==> src/rtl/multicycle_control_fsm.sv <==
// Multicycle CPU control FSM: sequences fetch/decode/execute/memory/writeback
// and drives all datapath selects. Memory accesses wait on mem_ready and are
// abandoned after MEM_TIMEOUT wait cycles, which raises the sticky err flag.
module multicycle_control_fsm #(
  parameter int MEM_TIMEOUT = 16,
  parameter int TMO_W       = 5
) (
  input  logic       clk,
  input  logic       rst_n,
  input  logic [5:0] opcode,
  input  logic [5:0] funct,
  input  logic       zero,
  input  logic       mem_ready,
  output logic       pc_write,
  output logic [1:0] pc_src,
  output logic       ir_write,
  output logic       i_or_d,
  output logic       mem_read,
  output logic       mem_write,
  output logic       reg_write,
  output logic [1:0] reg_dst,
  output logic [1:0] mem_to_reg,
  output logic       alu_src_a,
  output logic [1:0] alu_src_b,
  output logic [2:0] alu_op,
  output logic       err,
  output logic [3:0] state
);

  localparam logic [5:0] OP_RTYPE = 6'h00;
  localparam logic [5:0] OP_J     = 6'h02;
  localparam logic [5:0] OP_JAL   = 6'h03;
  localparam logic [5:0] OP_BNE   = 6'h05;
  localparam logic [5:0] OP_ADDI  = 6'h08;
  localparam logic [5:0] OP_XORI  = 6'h0E;
  localparam logic [5:0] OP_LW    = 6'h23;
  localparam logic [5:0] OP_SW    = 6'h2B;

  localparam logic [5:0] FN_JR  = 6'h08;
  localparam logic [5:0] FN_ADD = 6'h20;
  localparam logic [5:0] FN_SUB = 6'h22;
  localparam logic [5:0] FN_SLT = 6'h2A;

  localparam logic [2:0] ALU_ADD = 3'd0;
  localparam logic [2:0] ALU_SUB = 3'd1;
  localparam logic [2:0] ALU_XOR = 3'd2;
  localparam logic [2:0] ALU_SLT = 3'd3;

  // Last wait cycle index before the access is abandoned.
  localparam logic [TMO_W-1:0] TMO_LAST = TMO_W'(MEM_TIMEOUT - 1);

  typedef enum logic [3:0] {
    S_FETCH    = 4'd0,
    S_DECODE   = 4'd1,
    S_MEM_ADDR = 4'd2,
    S_MEM_RD   = 4'd3,
    S_MEM_WB   = 4'd4,
    S_MEM_WR   = 4'd5,
    S_EXEC_R   = 4'd6,
    S_WB_R     = 4'd7,
    S_EXEC_I   = 4'd8,
    S_WB_I     = 4'd9,
    S_BRANCH   = 4'd10,
    S_JUMP     = 4'd11,
    S_JR       = 4'd12,
    S_JAL      = 4'd13
  } state_t;

  state_t           state_q, state_d;
  logic [TMO_W-1:0] tmo_cnt;
  logic             err_q, err_set;
  logic             mem_wait, tmo_hit;
  logic             pc_write_c, ir_write_c, mem_read_c, mem_write_c, reg_write_c;

  // A wait cycle is any cycle in a memory state without mem_ready.
  assign mem_wait = ((state_q == S_FETCH) || (state_q == S_MEM_RD) || (state_q == S_MEM_WR))
                    && !mem_ready;
  assign tmo_hit  = mem_wait && (tmo_cnt == TMO_LAST);

  // State register, sticky error flag and memory wait counter.
  always_ff @(posedge clk or negedge rst_n) begin
    if (!rst_n) begin
      state_q <= S_FETCH;
      err_q   <= 1'b0;
      tmo_cnt <= '0;
    end else begin
      state_q <= state_d;
      if (err_set) err_q <= 1'b1;
      // Clearing on every state change (and on a timeout re-entering FETCH)
      // gives each memory state a fresh budget on entry.
      if ((state_d != state_q) || tmo_hit) tmo_cnt <= '0;
      else if (mem_wait)                   tmo_cnt <= tmo_cnt + TMO_W'(1);
    end
  end

  // Next-state and datapath control decode.
  always_comb begin
    state_d     = state_q;
    err_set     = 1'b0;
    pc_write_c  = 1'b0;
    ir_write_c  = 1'b0;
    mem_read_c  = 1'b0;
    mem_write_c = 1'b0;
    reg_write_c = 1'b0;
    pc_src      = 2'd0;
    i_or_d      = 1'b0;
    reg_dst     = 2'd0;
    mem_to_reg  = 2'd0;
    alu_src_a   = 1'b0;
    alu_src_b   = 2'd0;
    alu_op      = ALU_ADD;
    case (state_q)
      S_FETCH: begin
        mem_read_c = 1'b1;
        if (mem_ready) begin
          ir_write_c = 1'b1;
          pc_write_c = 1'b1;
          alu_src_b  = 2'd1;
          state_d    = S_DECODE;
        end else if (tmo_hit) begin
          // PC untouched, so the retry fetches the same address.
          err_set = 1'b1;
          state_d = S_FETCH;
        end
      end
      S_DECODE: begin
        alu_src_b = 2'd3;
        case (opcode)
          OP_LW, OP_SW:     state_d = S_MEM_ADDR;
          OP_BNE:           state_d = S_BRANCH;
          OP_J:             state_d = S_JUMP;
          OP_JAL:           state_d = S_JAL;
          OP_ADDI, OP_XORI: state_d = S_EXEC_I;
          OP_RTYPE: begin
            case (funct)
              FN_ADD, FN_SUB, FN_SLT: state_d = S_EXEC_R;
              FN_JR:                  state_d = S_JR;
              default: begin
                err_set = 1'b1;
                state_d = S_FETCH;
              end
            endcase
          end
          default: begin
            err_set = 1'b1;
            state_d = S_FETCH;
          end
        endcase
      end
      S_BRANCH: begin
        alu_src_a  = 1'b1;
        alu_op     = ALU_SUB;
        pc_src     = 2'd1;
        pc_write_c = !zero;
        state_d    = S_FETCH;
      end
      S_JUMP: begin
        pc_src     = 2'd3;
        pc_write_c = 1'b1;
        state_d    = S_FETCH;
      end
      S_JR: begin
        pc_src     = 2'd2;
        pc_write_c = 1'b1;
        state_d    = S_FETCH;
      end
      S_JAL: begin
        // PC already holds PC+4 from fetch, so it is the link value.
        pc_src      = 2'd3;
        pc_write_c  = 1'b1;
        reg_write_c = 1'b1;
        reg_dst     = 2'd2;
        mem_to_reg  = 2'd2;
        state_d     = S_FETCH;
      end
      S_MEM_ADDR: begin
        alu_src_a = 1'b1;
        alu_src_b = 2'd2;
        state_d   = (opcode == OP_SW) ? S_MEM_WR : S_MEM_RD;
      end
      S_MEM_RD: begin
        mem_read_c = 1'b1;
        i_or_d     = 1'b1;
        if (mem_ready) begin
          state_d = S_MEM_WB;
        end else if (tmo_hit) begin
          err_set = 1'b1;
          state_d = S_FETCH;
        end
      end
      S_MEM_WB: begin
        reg_write_c = 1'b1;
        mem_to_reg  = 2'd1;
        state_d     = S_FETCH;
      end
      S_MEM_WR: begin
        mem_write_c = 1'b1;
        i_or_d      = 1'b1;
        if (mem_ready) begin
          state_d = S_FETCH;
        end else if (tmo_hit) begin
          err_set = 1'b1;
          state_d = S_FETCH;
        end
      end
      S_EXEC_R: begin
        alu_src_a = 1'b1;
        case (funct)
          FN_SUB:  alu_op = ALU_SUB;
          FN_SLT:  alu_op = ALU_SLT;
          default: alu_op = ALU_ADD;
        endcase
        state_d = S_WB_R;
      end
      S_WB_R: begin
        reg_write_c = 1'b1;
        reg_dst     = 2'd1;
        state_d     = S_FETCH;
      end
      S_EXEC_I: begin
        alu_src_a = 1'b1;
        alu_src_b = 2'd2;
        alu_op    = (opcode == OP_XORI) ? ALU_XOR : ALU_ADD;
        state_d   = S_WB_I;
      end
      S_WB_I: begin
        reg_write_c = 1'b1;
        state_d     = S_FETCH;
      end
      default: state_d = S_FETCH;
    endcase
  end

  // Strobes are forced low for the whole reset pulse, not just after it.
  assign pc_write  = pc_write_c  & rst_n;
  assign ir_write  = ir_write_c  & rst_n;
  assign mem_read  = mem_read_c  & rst_n;
  assign mem_write = mem_write_c & rst_n;
  assign reg_write = reg_write_c & rst_n;
  assign err       = err_q;
  assign state     = state_q;

endmodule

==> config.mk <==
export PLATFORM = sky130hd
export DESIGN_NAME = multicycle_control_fsm
export DESIGN_NICKNAME = d
export VERILOG_FILES = /design/src/rtl/multicycle_control_fsm.sv
export SDC_FILE = /design/constraint.sdc
export NUM_CORES = 1
export LEC_CHECK = 0
export ABC_AREA = 1
export ABC_CLOCK_PERIOD_IN_PS = 1780
export BUFFER_PORTS_ARGS = -buffer_cell sky130_fd_sc_hd__buf_2
export CORE_MARGIN = 2
export CORE_UTILIZATION = 40
export CTS_CLUSTER_DIAMETER = 50
export DETAILED_ROUTE_END_ITERATION = 12
export HOLD_SLACK_MARGIN = 0.1
export PLACE_DENSITY = 0.67
export SLEW_MARGIN = 10
export SYNTH_ARGS = -nofsm -noshare
export SYNTH_HDL_FRONTEND = slang
export SYNTH_SLANG_ARGS = --single-unit
export TNS_END_PERCENT = 10
==> constraint.sdc <==
create_clock -name clk -period 1.78 [get_ports clk]
set_input_delay 0.178 -clock clk [delete_from_list [all_inputs] [get_ports clk]]
set_output_delay 0.178 -clock clk [all_outputs]
set_load 0.02 [all_outputs]
==> reports/qor.csv <==
stage,metric,value,unit
grt,largest net degree at the start of global routing,13,
synthesis,syn_area_per_cell,6.46,sq um
pwr,Comb pwr share,0.658,
timing,clock period minus worst slack,1.75,ns
grt,initial antenna violation count,0,
critical_path,Setup crit start kind,flip-flop,
clock_tree,Root Driver,clkbuf_4,
timing,hold_ws,0.295,ns
cells_and_area,Layout Nets,241,
detailed_routing,post-DR wirelength/cell,11.8,microns
floorplan,Die X,55.8,microns
clock_tree,clock latency on the worst-skew pair,0.28,ns
pwr,leakage,0.837,nW
critical_path,CP Class,reg -> reg,
pwr,total chip power,0.00163,W
floorplan,Initial Util,0.429,
timing,f_max,0.571,GHz
cells_and_area,Non-Filler Instances,252,
floorplan,die area,3110,sq um
synthesis,"Seq/Total Area, Yosys",0.233,
synthesis,synthesis-stage register bit count,10,
cells_and_area,Layout area overhead,40.0,%
timing,worst clock skew,0.00293,ns
synthesis,Post-Syn Instances,166,
clock_tree,CTS H-tree lvls,1,
clock_tree,CTS Sinks,10,
grt,first-pass GRT wire length,4.97,mm
pwr,sequential share of power,0.212,
floorplan,DIE HEIGHT,55.8,microns
timing,final setup vio count,0,
pwr,Psw,0.000801,W
timing,post-route clock period utilization,0.984,
critical_path,Crit. End Element,flip-flop,
cells_and_area,n_diodes,0,
synthesis,Synthesized Nets,184,
timing,final hold vios,0,
worst_hold_path,Hold Path Class,in -> reg,
pwr,Sw Ratio,0.491,
synthesis,Synth cell types,30,
detailed_routing,Initial DRC Count,46,
floorplan,number of I/O pins,39,
synthesis,share of the synthesized area in the top cell type,0.233,
critical_path,crit-path cells,ha_2 -> and3_4 -> ha_4 -> inv_2 -> nand4_1 -> nand2_2 -> nor2_4 -> a21oi_4 -> nand4_4 -> nor2_2,
synthesis,Commonest cells post-synth,"28 x inv_1, 27 x nor2_1, 24 x nand2_1",
critical_path,CP max FO,5,
detailed_routing,Antenna Nets Post-Route,0,
detailed_routing,vias,1279,
synthesis,YS warnings,0,
detailed_routing,drt drc,0,
grt,total gr overflow,0,
floorplan,number of cell rows,18,
synthesis,"Cell Area, Synth",1070,sq um
synthesis,Synth area leader,dfrtp_1,
placed_design,gp weighted congestion,0.895,
outcome,status,completed,
pwr,Internal Power,0.000829,W
clock_tree,CTS tree,yes,
pwr,Peak supply drop,562,uV
job,number of max-cap violations,0,
synthesis,"count leader, synth",inv_1,
pwr,PD cells,1090,nW/um^2
placed_design,I/O Buffers,37,
synthesis,Post-synth ARST share,1.00,
detailed_routing,final WL,2.97,mm
detailed_routing,DRT Pass-1 Iters,4,
timing,RSZ-0062 raised after global routing,yes,
detailed_routing,via density per instance,5.08,
grt,GR Util All Layers,0.197,
timing,Final WS setup,0.0293,ns
grt,vias in the first global route,1213,
cells_and_area,utilization after layout,0.601,
synthesis,dominant synthesized flop cell,dfrtp_1,
clock_tree,clock buffer depth,2,
cells_and_area,layout cell share with drive strength beyond 1,0.464,
critical_path,Crit path largest cell delay,0.39,ns
critical_path,slowest library cell on the worst path,dfrtp_1,
clock_tree,CTS Buf Count,3,
timing,max-slew violation count,0,
clock_tree,Worst-path clk slew,0.07,ns
placed_design,Inst Count DP,235,
synthesis,Area contributors post-synth,"dfrtp_1 23%, inv_1 9.8%, nor2_1 9.5%, nand2_1 8.4%, nor2_2 7.0%",
synthesis,"EDFF count, synth",0,
placed_design,post-place setup slack,-0.0409,ns
critical_path,CP arrival,1.96,ns
floorplan,Core Area,2500,sq um
critical_path,r2r setup slk,0.03,ns
placed_design,Post-DP HPWL,2.28,mm
critical_path,CP required,1.99,ns
pwr,Clk network pwr share,0.130,
==> power by group through the flow <==
stage	Combinational, W	Sequential [W]	Clock, W
after floorplan	0.000683	0.000353	0
after global routing	0.00117	0.000350	0.000222
after detailed placement	0.000944	0.000352	0
after global placement	0.000921	0.000349	0
after CTS	0.00101	0.000339	0.000215
final	0.00107	0.000345	0.000212
==> worst max-delay path, delay by kind of cell, from the launching register on <==
kind            cells  cell delay, ns
fa+ha+maj           2            0.34
simple gates        6            0.77
buf+inv             1            0.05
compound gates      1            0.14
flops               1            0.39
==> registers in the layout, summed over array words and instances (netlist names) <==
register	cells
tmo_cnt	5
state	4
err	1
==> layout by cell type, fill, tap and decap left out, drive strengths merged <==
cell	synthesis	layout
a21oi	5	5
a31oi	1	1
and3	1	1
buf	3	54
clkbuf	0	4
conb	1	1
dfrtp	10	10
dlygate4sd3	0	1
ha	2	2
inv	33	33
nand2	32	32
nand3	14	14
nand4	8	8
nor2	42	42
nor3	1	1
o2111ai	1	1
o211ai	1	1
o21ai	3	3
o22ai	4	4
o32ai	1	1
or2	1	1
xnor2	1	1
xor2	1	1
==> layer usage <==
metal / up-vias / global-route usage / routed length, microns
li1: 641 / - / -
met1: 584 / 0.209 / 1200
met2: 46 / 0.378 / 1530
met3: 8 / 0.0209 / 162
met4: 0 / 0.101 / 80
met5: - / 0 / 0
==> what timing repair did <==
action | CTS | global route
endpoints found under the hold margin | 10 | 0
gates resized for setup | 6 | 11
setup buffers | 6 | 6
pin swaps | 8 | 8
hold buffers | 1 | 0
endpoints found under the setup margin | 8 | 9
==> worst paths after layout <==
path	startpoint	end	cells past startpoint
setup / recovery	tmo_cnt[1]$_DFFE_PN0P_	tmo_cnt[2]$_DFFE_PN0P_	10
hold / removal	mem_ready	state[2]$_DFF_PN0_	5
setup reg to reg	tmo_cnt[1]$_DFFE_PN0P_	tmo_cnt[2]$_DFFE_PN0P_	10
hold reg to reg	err$_DFFE_PN0P_	err$_DFFE_PN0P_	2
max in group asynchronous	rst_n	state[0]$_DFF_PN0_	2
min in group asynchronous	rst_n	state[2]$_DFF_PN0_	2
==> through the flow <==
step / area [sq um] / setup TNS [ns]
global route: 1500 / -0.579
detailed placement: 1310 / -0.143
floorplan: 1080 / 0
global placement: 1310 / 0
CTS: 1420 / 0
finish: 1500 / 0
==> logic make-up (layout without fill, tap and decap cells) <==
kind of cell	after synthesis	after routing	synth area share
fa+ha+maj	2	2	0.0233
xor+xnor	2	2	0.0163
flops	10	10	0.233
compound gates	16	16	0.100
simple gates	99	99	0.483
buf+inv	36	92	0.140
other cells	1	1	0.00350
==> layout make-up <==
type	instances	area, sq um
inverter	33	124
fill	235	998
clock buffer	4	36.3
sequential	10	254
timing repair buffer	55	325
multi-input combinational	120	724
tap	30	37.5
Power figures use the tool's default switching activity.
